===== src/rtl/bcp_pkg.sv =====
// Shared types and default sizing for the BCP engine memory-init path.
package bcp_pkg;

    localparam int CLAUSE_NUM_DEFAULT = 1024;
    localparam int ADDR_W_DEFAULT     = $clog2(CLAUSE_NUM_DEFAULT);
    localparam int NUM_BANKS_DEFAULT  = 4;

    typedef enum logic [1:0] {
        IDLE   = 2'd0,
        ACCESS = 2'd1,
        DONE   = 2'd2
    } init_state_t;

endpackage


===== src/rtl/init_addr_counter.sv =====
// Address register plus dwell counter for the init sweep.
// last_addr flags the terminal dwell cycle of the final address; advance=0 freezes both.
module init_addr_counter #(
    parameter int ADDR_W = 10,
    parameter int DWELL  = 2
) (
    input  logic              clk,
    input  logic              rst,
    input  logic              load,
    input  logic              advance,
    input  logic              clear,
    input  logic [ADDR_W-1:0] lo,
    input  logic [ADDR_W-1:0] hi,
    output logic [ADDR_W-1:0] addr,
    output logic              last_addr
);

    localparam int CNT_W = (DWELL > 1) ? $clog2(DWELL) : 1;
    localparam logic [CNT_W-1:0] CNT_LAST = CNT_W'(DWELL - 1);

    logic [CNT_W-1:0]  cnt;
    logic [ADDR_W-1:0] hi_q;
    logic              dwell_end;

    assign dwell_end = (cnt == CNT_LAST);
    assign last_addr = dwell_end && (addr == hi_q);

    always_ff @(posedge clk) begin
        if (rst) begin
            cnt  <= '0;
            addr <= '0;
            hi_q <= '0;
        end else if (clear) begin
            cnt  <= '0;
            addr <= '0;
        end else if (load) begin
            cnt  <= '0;
            addr <= lo;
            hi_q <= hi;
        end else if (advance) begin
            if (dwell_end) begin
                cnt <= '0;
                // Final address is held so DONE still shows hi; the FSM clears it afterwards.
                if (!last_addr) begin
                    addr <= addr + ADDR_W'(1);
                end
            end else begin
                cnt <= cnt + CNT_W'(1);
            end
        end
    end

endmodule


===== src/rtl/bcp_mem_init_sequencer.sv =====
// Sweeps a clause-address range, holding per-bank enables DWELL cycles per address.
// First mem_en one cycle after start; stall freezes the sweep and drops mem_en a cycle later.
module bcp_mem_init_sequencer
    import bcp_pkg::*;
#(
    parameter int CLAUSE_NUM = CLAUSE_NUM_DEFAULT,
    parameter int ADDR_W     = $clog2(CLAUSE_NUM),
    parameter int NUM_BANKS  = NUM_BANKS_DEFAULT,
    parameter int DWELL      = 2
) (
    input  logic                 clk,
    input  logic                 rst,
    input  logic                 start,
    input  logic                 mode,
    input  logic [ADDR_W-1:0]    range_lo,
    input  logic [ADDR_W-1:0]    range_hi,
    input  logic [NUM_BANKS-1:0] bank_mask,
    input  logic                 stall,
    input  logic                 abort,
    output logic [ADDR_W-1:0]    mem_addr,
    output logic [NUM_BANKS-1:0] mem_en,
    output logic                 busy,
    output logic                 done,
    output logic                 err,
    output logic                 aborted
);

    localparam logic [ADDR_W:0]   MAX_ADDR = (ADDR_W + 1)'(CLAUSE_NUM - 1);
    localparam logic [ADDR_W-1:0] FULL_HI  = ADDR_W'(CLAUSE_NUM - 1);

    init_state_t          state, state_d;
    logic [NUM_BANKS-1:0] mask_q, mask_d, mem_en_d;
    logic [ADDR_W-1:0]    sel_lo, sel_hi;
    logic                 range_bad;
    logic                 load, advance, clear, last_addr;
    logic                 err_d, aborted_d;

    assign sel_lo    = mode ? range_lo : '0;
    assign sel_hi    = mode ? range_hi : FULL_HI;
    // Upper-bound test is widened so it stays meaningful for non-power-of-two CLAUSE_NUM.
    assign range_bad = (sel_lo > sel_hi) || ({1'b0, sel_hi} > MAX_ADDR);

    init_addr_counter #(
        .ADDR_W (ADDR_W),
        .DWELL  (DWELL)
    ) u_addr_counter (
        .clk       (clk),
        .rst       (rst),
        .load      (load),
        .advance   (advance),
        .clear     (clear),
        .lo        (sel_lo),
        .hi        (sel_hi),
        .addr      (mem_addr),
        .last_addr (last_addr)
    );

    always_ff @(posedge clk) begin
        if (rst) begin
            state  <= IDLE;
            mask_q <= '0;
        end else begin
            state  <= state_d;
            mask_q <= mask_d;
        end
    end

    always_comb begin
        state_d   = state;
        mask_d    = mask_q;
        load      = 1'b0;
        advance   = 1'b0;
        clear     = 1'b0;
        err_d     = 1'b0;
        aborted_d = 1'b0;
        case (state)
            IDLE: begin
                if (start && !abort) begin
                    mask_d = bank_mask;
                    if (range_bad) begin
                        state_d = DONE;
                        err_d   = 1'b1;
                    end else begin
                        load    = 1'b1;
                        state_d = ACCESS;
                    end
                end
            end
            ACCESS: begin
                // Abort outranks completion, so a sweep aborted on its last beat never reports done.
                if (abort) begin
                    state_d   = IDLE;
                    clear     = 1'b1;
                    aborted_d = 1'b1;
                end else if (!stall) begin
                    advance = 1'b1;
                    if (last_addr) begin
                        state_d = DONE;
                    end
                end
            end
            DONE: begin
                state_d   = IDLE;
                clear     = 1'b1;
                aborted_d = abort;
            end
            default: begin
                state_d = IDLE;
                clear   = 1'b1;
            end
        endcase
        mem_en_d = (state_d == ACCESS && !stall) ? mask_d : '0;
    end

    always_ff @(posedge clk) begin
        if (rst) begin
            mem_en  <= '0;
            busy    <= 1'b0;
            done    <= 1'b0;
            err     <= 1'b0;
            aborted <= 1'b0;
        end else begin
            mem_en  <= mem_en_d;
            busy    <= (state_d != IDLE);
            done    <= (state_d == DONE);
            err     <= err_d;
            aborted <= aborted_d;
        end
    end

endmodule


===== config.mk =====
export PLATFORM = sky130hd
export DESIGN_NAME = bcp_mem_init_sequencer
export DESIGN_NICKNAME = d
export VERILOG_FILES = /design/src/rtl/bcp_pkg.sv /design/src/rtl/init_addr_counter.sv /design/src/rtl/bcp_mem_init_sequencer.sv
export SDC_FILE = /design/constraint.sdc
export NUM_CORES = 1
export LEC_CHECK = 0
export CAP_MARGIN = 5
export CELL_PAD_IN_SITES_DETAIL_PLACEMENT = 2
export CELL_PAD_IN_SITES_GLOBAL_PLACEMENT = 2
export CORE_UTILIZATION = 30
export CTS_BUF_LIST = sky130_fd_sc_hd__clkbuf_8
export CTS_CLUSTER_SIZE = 20
export DETAILED_ROUTE_END_ITERATION = 8
export PLACE_DENSITY_LB_ADDON = 0.1
export REMOVE_ABC_BUFFERS = 1
export SLEW_MARGIN = 10
export SYNTH_ARGS = -nofsm -noshare
export SYNTH_HDL_FRONTEND = slang
export SYNTH_SLANG_ARGS = --single-unit

===== constraint.sdc =====
create_clock -name clk -period 3.02 [get_ports clk]
set_clock_uncertainty 0.05 [all_clocks]
set_input_delay 0.604 -clock clk [delete_from_list [all_inputs] [get_ports clk]]
set_output_delay 0.604 -clock clk [all_outputs]
set_load 0.01 [all_outputs]

After elaboration in Yosys (flattened, before gate mapping)
Index checks and enable logic that the tools add are counted.
{ "word_totals": {"elab_cells": 63, "out_inout_bits": 18, "ff_bits": 35, "in_bits": 30} }
{ "classes": {"n_addsub": 2, "eq_ne": 6, "reduce_logical": 15, "n_mux": 25, "n_bitwise": 4, "magnitude_cmp": 1} }
{ "op_table": {"columns": ["op", "n"], "rows": [
  ["$mux W10", 6],
  ["$add A10 B1 Y10 const B", 1],
  ["$eq A10 B10 Y1", 1],
  ["$gt A10 B10 Y1", 1],
  ["$mux W2", 5],
  ["$mux W1", 9],
  ["$mux W4", 2],
  ["$reduce_bool A2 Y1", 3],
  ["$reduce_or A3 Y1", 2],
  ["$eq A2 B1 Y1 const B", 2],
  ["$eq A2 B2 Y1 const B", 2],
  ["$not A1 Y1", 4],
  ["$pmux W1 S2", 2],
  ["$pmux W2 S2", 1],
  ["$reduce_or A2 Y1", 2],
  ["$logic_and A1 B1 Y1", 3],
  ["$reduce_and A3 Y1", 1],
  ["$logic_not A1 Y1", 2],
  ["$logic_not A2 Y1", 1],
  ["$ne A2 B2 Y1 const B", 1],
  ["$reduce_and A2 Y1", 1],
  ["$add A1 B1 Y1 const B", 1]
]} }

Depth between registers and ports, before layout
Gate-level depths: netlist of run 1.
{ "logic_depth": {"ltp_word": 10, "depth_mapped": 10, "mapped_depth_nobuf": 8} }

Cells and area by module
A second synthesis of run 1 with hierarchy kept.
{ "hier_totals": {"hier_cells": 254, "hier_area_um2": 2103.3} }
{ "by_module_without_submodules": {"columns": ["module", "instances", "area_per_inst_um2", "seq_area_each_um2", "cells_each"], "rows": [
  ["init_addr_counter", 1, 1134.8, 420.4, 134],
  ["bcp_mem_init_sequencer", 1, 968.4, 280.3, 120]
]} }

Worst setup path before layout of run 1
OpenSTA, ideal clock, no wires.
{ "synth_timing": {"path_type": "input-to-reg", "start": "input port mode", "end": "register u_addr_counter.hi_q[9]", "setup_ps": 86, "cell_stages": 10, "required_time_ps": 2884, "path_buffers": 2, "setup_slack_ps": 439, "arrival_time_ps": 2446, "cell_sequence": "clkbuf_1 -> nor2b_1 -> ha_1 -> a21oi_1 -> o21ai_1 -> a2111oi_2 -> o21a_2 -> buf_4 -> nor2_1 -> a211oi_1"} }
{ "synth_via": {"elab_chain_len": 6, "elab_cells_between_ends": 7, "classes_between": "order compare: 1; mux: 5; reduce/logical: 1"} }
{ "synth_rtl": {"columns": ["element", "line", "text"], "rows": [
  ["start, declared", "bcp_mem_init_sequencer.sv:14", "input logic mode,"],
  ["$mux W10 (on tied branches)", "bcp_mem_init_sequencer.sv:38, bcp_mem_init_sequencer.sv:39", null],
  ["$gt A10 B10 Y1", "bcp_mem_init_sequencer.sv:41", "assign range_bad = (sel_lo > sel_hi) || ({1'b0, sel_hi} > MAX_ADDR);"],
  ["$mux W1", "bcp_mem_init_sequencer.sv:80", "if (range_bad) begin"],
  ["$mux W1", "bcp_mem_init_sequencer.sv:78", "if (start && !abort) begin"],
  ["$mux W1", "bcp_mem_init_sequencer.sv:76", "case (state)"],
  ["$reduce_and A2 Y1 (no line)", null, null],
  ["end signal, assigned", "init_addr_counter.sv:39", "hi_q <= hi;"],
  ["end, declared", "init_addr_counter.sv:22", "logic [ADDR_W-1:0] hi_q;"]
]} }
Several ways; a longest one is shown, not always the timed one.
A chain may end at the register's enable or synchronous reset.

Final worst setup path of run 1
{ "layout_timing": {"start": "input port range_lo[8]", "end": "register state[1]"} }
{ "layout_via": {"elab_chain_len": 5} }
{ "layout_rtl": {"columns": ["element", "line", "text"], "rows": [
  ["start, declared", "bcp_mem_init_sequencer.sv:15", "input logic [ADDR_W-1:0] range_lo,"],
  ["$mux W10", "bcp_mem_init_sequencer.sv:38", "assign sel_lo = mode ? range_lo : '0;"],
  ["$gt A10 B10 Y1", "bcp_mem_init_sequencer.sv:41", null],
  ["$mux W2", "bcp_mem_init_sequencer.sv:80", null],
  ["$mux W2", "bcp_mem_init_sequencer.sv:78", null],
  ["$pmux W2 S2", "bcp_mem_init_sequencer.sv:76", null],
  ["end signal, assigned", "bcp_mem_init_sequencer.sv:63", "state <= state_d;"],
  ["end, declared", "bcp_mem_init_sequencer.sv:31", "init_state_t state, state_d;"]
]} }
Every way passes these cells.

==> run metrics, run 1 <==
RSZ-0062 raised after global routing=no; crit path DAT=roughly 2.9 ns; fill cell count=a little under 700; Leak=~0.0012 µW; HP Start=u_addr_counter.hi_q[0]$_SDFFE_PP0P_; register area share after synthesis=36.1%; routability cong.=around 0.79; mapped cell area=1940 µm²; Die W=around 82 µm; FF+latch count, synth=35; DRC viols=0; CP Launch Point=range_lo[8]; library cells used by synthesis=42; number of enable flip-flop cells after synthesis=0; Syn Area/Cell=around 9.0 µm²; first-pass GRT wire length=just under 10,000 µm; crit-path cells=clkdlybuf4s50_1 > and2_1 > ha_1 > nand4_1 > buf_4 > a32o_1 > or2_4 > o221ai_4 > nor2b_4; top cells by count, synth=dfxtp_1 (35), nor2_1 (25), xor2_1 (16); Yosys top cell area share=36.1%; max-slew violations=0; Max H-tree Level=2; main flop type after synthesis=dfxtp_1; Syn-to-layout area delta=51.6%; Die Y=~80 µm; nets@finish=about 330; root buf cell=clkbuf_8; ANT nets after route=0; PortBufs=47; ys async rst share=0%; die footprint=6790 µm²; IO Count=48; Max VDD drop=~0.27 mV; final worst-path cycle share=between 90% and 100%; crit path time final=about 2.7 ns; max layer used=met4; Cells after Synth=roughly 220; initial antenna violation count=0; Core Area=6100 µm²; clock input transition at the sequential cells of the worst setup and hold paths=0.08 ns; global-route usage over all layers=around a fifth; final WL=approximately 6300 µm; Max Fclk=between 0.3 and 0.4 GHz; crit start category=input pin; final setup fails=0; Placed Area=~2700 µm²; share of layout cells above drive strength 1=between 20% and 30%; Routed WL per cell=about 17 µm; critical path peak fanout=6; worst-margin pin slew=about 0.48 ns; Final Util=between 40 and 50%; Yosys warnings=0; Yosys top cell by area=dfxtp_1; Post-DP HPWL=4820 µm; CTS buffer count=5; Starting DRT DRC Count=between 40 and 50; CP required=3.21 ns; CP max stage delay=0.39 ns; Slew HR=68.0%; Crit. End Element=flip-flop; Final Hold Vio Count=0; PwrDens=roughly 420 nW/µm²; Starting Density=between 30% and 40%; number of global-route vias before repair=around 2,000; met2 WL=~3300 µm; Min-Delay Path Class=reg -> reg; post-route cell area=slightly below 3000 µm²; status=finished, final reports clean; max_cap viols=0; most common cell in the netlist=dfxtp_1; clk buf depth=2; Rows=28; Worst path slowest cell=clkdlybuf4s50_1; metal1 wirelength=about 2800 µm; CTS tree=yes; worst r2r src=u_addr_counter.addr[4]$_SDFFE_PP0P_; clk_lat worst skew=around 0.29 ns; First-pass DRT Iterations=4; via count=about 1,900; Design Power=~1200 µW; largest net degree at the start of global routing=23; ranking of synthesized cells by area=dfxtp_1 (36%), ha_1 (8.4%), xor2_1 (7.2%); met3 routed wirelength=approximately 160 µm; CP Class=in -> reg; Congestion Overflow GR=0; vias per cell=around 5; number of diodes=0; CTS sink cnt=35
## where the power goes
part | leakage (µW) | internal (µW) | switching [µW]
registers | 0.000286 | 487 | 24.3
clock network | 0.0000581 | 246 | 183
logic | 0.000862 | 152 | 142
## path summary, 6_finish.rpt
check        cells after the start                                  end  slack, ns
min                              2  u_addr_counter.hi_q[0]$_SDFFE_PP0P_       0.47
max                              9                  state[1]$_SDFF_PP0_       0.28
min reg2reg                      2  u_addr_counter.hi_q[0]$_SDFFE_PP0P_       0.47
max reg2reg                      6                      done$_SDFF_PP0_       0.64
## routing by layer
metal | vias up | global-route usage [%]
met5 | - | 0
met2 | 44 | 35.1
li1 | 918 | -
met4 | 0 | 6.32
met1 | 887 | 23.3
met3 | 7 | 3.08
## per-stage QoR
| stage | cells | setup slack, ns | setup TNS, ns | hold WS, ns |
|---|---|---|---|---|
| after floorplan | 208 | 0.507 | 0 | 0.409 |
| after global placement | 356 | -0.246 | -4.54 | 0.432 |
| after detailed placement | 356 | -0.368 | -7.57 | 0.457 |
| after CTS | 364 | -0.0157 | -0.0183 | 0.477 |
| after global routing | 366 | 0.162 | 0 | 0.489 |
| final | 366 | 0.279 | 0 | 0.470 |
## cells by family (layout without fill, tap and decap cells)
| kind of cell | count (synthesis) | after routing | synth area share, % |
|---|---|---|---|
| AND/OR/NAND/NOR | 89 | 89 | 25.6 |
| AO/OA/AOI/OAI | 44 | 44 | 16.6 |
| flip-flops | 35 | 35 | 36.1 |
| XOR/XNOR | 19 | 19 | 8.58 |
| adder cells (fa/ha/maj) | 13 | 13 | 8.38 |
| buffers and inverters | 12 | 87 | 2.71 |
| multiplexers | 4 | 4 | 2.06 |
## critical path: cells and delay by family
| family | cells | cell delay [ns] |
|---|---|---|
| adder cells (fa/ha/maj) | 1 | 0.32 |
| AND/OR/NAND/NOR | 4 | 0.84 |
| AO/OA/AOI/OAI | 2 | 0.60 |
| buffers and inverters | 2 | 0.57 |
## cells in the final DEF, fill, tap and decap left out, types with 5 or more instances in the layout
cell type,n
nand4_1,6
o21ai_0,5
a21oi_1,7
a211oi_1,14
buf_4,25
clkdlybuf4s50_1,46
nand2_1,7
nand2b_1,5
nor2b_4,5
nand3_1,6
and2_1,9
dfxtp_1,35
clkbuf_8,5
xor2_1,16
nor4_2,6
ha_1,11
nor2_1,25
## sequential cells by signal (all words and copies together), names as in the netlist, 2 cells and up
name                 flops
u_addr_counter.addr     10
u_addr_counter.hi_q     10
state                    2
mem_en                   4
mask_q                   4
## timing repair
action,in CTS,in global routing
hold buffers,0,0
cloned,0,1
endpoints found under the setup margin,9,26
setup buffers,0,1
pin swaps,0,8
resized for setup,2,29
## cell type report
class	instances	area [µm²]	share of cell area, %
multi-input cells	169	1320	44.7
repair buffers	75	703	23.9
clock inverters	3	43.8	1.49
clock buffers	5	68.8	2.34
well taps	75	93.8	3.19
flip-flops and latches	35	701	23.8
inverters	4	15.0	0.510
No activity file was read; power rests on OpenSTA's default activity.
==> run 2, diff against run 1 <==
--- a/config.mk
+++ b/config.mk
@@ -12,6 +12,8 @@
 export CTS_BUF_LIST = sky130_fd_sc_hd__clkbuf_8
 export CTS_CLUSTER_SIZE = 20
 export DETAILED_ROUTE_END_ITERATION = 8
+export HOLD_SLACK_MARGIN = 0.03
+export MAX_ROUTING_LAYER = met4
 export PLACE_DENSITY_LB_ADDON = 0.1
 export REMOVE_ABC_BUFFERS = 1
 export SLEW_MARGIN = 10
==> run 2 against run 1 <==
Against the previous run:
- first-iteration DRC count up 2.4%
- power up 0.11%
- via count down 0.11%
- maximum frequency about the same
- critical path depth unchanged
- register-to-register slack about the same
- non-clock buffer count unchanged
- die area unchanged
- clock-buffer cell count unchanged
- critical path type unchanged
- largest power group unchanged
- highest routed layer unchanged
==> run metrics, run 2 (synthesis gave the netlist of run 1 again) <==
Leak=0.00121 µW (unchanged); CTS tree=yes (unchanged); worst r2r src=u_addr_counter.addr[4]$_SDFFE_PP0P_ (unchanged); Slew HR=68.0% (about the same); largest net degree at the start of global routing=23 (unchanged); Post-DP HPWL=4820 µm (unchanged); first-pass GRT wire length=9780 µm (unchanged); Die W=82.4 µm (unchanged); routing usage on met1=23.3% (unchanged); Core Area=6100 µm² (unchanged); CP Class=in -> reg (unchanged); ANT nets after route=0 (unchanged); M3 GR Usage=3.08% (unchanged); HP Start=u_addr_counter.hi_q[0]$_SDFFE_PP0P_ (unchanged); critical path peak fanout=6 (unchanged); Routed WL per cell=17.2 µm (was 17.1 µm); CP required=3.21 ns (about the same); clock input transition at the sequential cells of the worst setup and hold paths=0.08 ns (about the same); Starting Density=31.8% (unchanged); hold depth=2 (unchanged); final worst-path cycle share=90.7% (was 90.8%); fin cells=366 (unchanged); final setup fails=0 (unchanged); Congestion Overflow GR=0 (unchanged); via count=1,854 (was 1,856); crit path time final=2.74 ns (about the same); max_cap viols=0 (unchanged); Worst R2R End=done$_SDFF_PP0_ (unchanged); crit start category=input pin (unchanged); Min-Delay Path Class=reg -> reg (unchanged); root buf cell=clkbuf_8 (unchanged); PwrDens=420 nW/µm² (about the same); worst r2r path cells=6 (unchanged); number of global-route vias before repair=2,003 (was 2,006); initial antenna violation count=0 (unchanged); Final Hold Vio Count=0 (unchanged); GR peak layer=met2 (unchanged); dpl cells=356 (unchanged); Regs by FF count=u_addr_counter.addr (10), u_addr_counter.hi_q (10) (unchanged); Rows=28 (unchanged); clk buf depth=2 (unchanged); RSZ-0062 raised after global routing=no (unchanged); vias per cell=5.07 (about the same); pre-CTS WS=-0.368 ns (unchanged); routability cong.=0.799 (was 0.788); Die Y=82.4 µm (unchanged); slack of the critical path=0.280 ns (was 0.279 ns); final WL=6280 µm (was 6270 µm); number of diodes=0 (unchanged); First-pass DRT Iterations=4 (unchanged); DRC viols=0 (unchanged); Design Power=1240 µW (was 1230 µW); most common cell after layout, fill and taps aside=clkdlybuf4s50_1 (unchanged); Post-CTS Hold Buffers=0 (unchanged); WHS=0.470 ns (about the same); status=finished, final reports clean (unchanged); share of layout cells above drive strength 1=22.7% (unchanged); Reg2Reg Setup Slack=0.64 ns (about the same); PortBufs=47 (unchanged); Starting DRT DRC Count=43 (was 42); Crit. End Element=flip-flop (unchanged); Max H-tree Level=2 (unchanged); clk_lat worst skew=0.29 ns (about the same); Final Util=48.3% (unchanged); IO Count=48 (unchanged); CTS buffer count=5 (unchanged); leading cell types in the layout, fill and taps excluded=clkdlybuf4s50_1 (46), dfxtp_1 (35), nor2_1 (25), buf_4 (25), xor2_1 (16) (unchanged); crit path DAT=2.93 ns (about the same); Syn-to-layout area delta=51.6% (unchanged); global-route usage over all layers=20.0% (was 19.5%); Max Fclk=0.365 GHz (about the same); worst-margin pin slew=0.479 ns (was 0.478 ns); die footprint=6790 µm² (unchanged); max-slew violations=0 (unchanged); grt met2 use=35.1% (unchanged); Max VDD drop=0.275 mV (was 0.273 mV); CTS sink cnt=35 (unchanged); nets@finish=333 (unchanged); Hold Path Sink=u_addr_counter.hi_q[0]$_SDFFE_PP0P_ (unchanged)
==> run 2: cell counts in the layout (fill, tap and decap cells not counted) <==
Identical to the previous run, type by type.
==> run 2: where the power goes <==
group	total (µW)	switching (µW)	internal, µW
Sequential	511	24.3	487
Clock	430	184	246
Combinational	294	142	152
==> run 2: what timing repair did <==
action | in CTS | in global routing
cloned | 0 | 1
setup endpoints to repair | 9 | 26
resized for setup | 2 | 29
pin swaps | 0 | 8
setup buffers | 0 | 1
==> run 2: through the flow <==
step,TNS [ns],area (µm²)
after global routing,0,2940
after floorplan,0,1900
after global placement,-4.54,2680
after CTS,-0.0183,2800
final,0,2940
after detailed placement,-7.57,2680
==> run 2: critical path, cell delays in order <==
cell and delay (ns):
clkdlybuf4s50_1 0.39, and2_1 0.17, ha_1 0.32, nand4_1 0.16
buf_4 0.18, a32o_1 0.27, or2_4 0.30, o221ai_4 0.33
nor2b_4 0.21
==> run 2: worst max-delay path by stage <==
stage	from	to
after global placement	mode	mem_en[1]$_SDFF_PP0_
after global routing	range_lo[3]	mem_en[0]$_SDFF_PP0_
after detailed placement	mode	mem_en[2]$_SDFF_PP0_
final	range_lo[8]	state[1]$_SDFF_PP0_
after CTS	mode	u_addr_counter.addr[8]$_SDFFE_PP0P_
after floorplan	mode	mem_en[0]$_SDFF_PP0_
==> run 2: area by class of cell <==
type / count / area, µm²
clock inverter: 3 / 43.8
fill: 682 / 3150
clock buffer: 5 / 68.8
timing repair buffer: 75 / 703
multi-input combinational: 169 / 1320
sequential: 35 / 701
tap: 75 / 93.8
inverter: 4 / 15.0
==> run 2: layer usage <==
metal / up-vias / routed length [µm]
li1: 917 / -
met1: 886 / 2760
met2: 44 / 3270
met3: 7 / 164
met4: 0 / 89
met5: - / 0
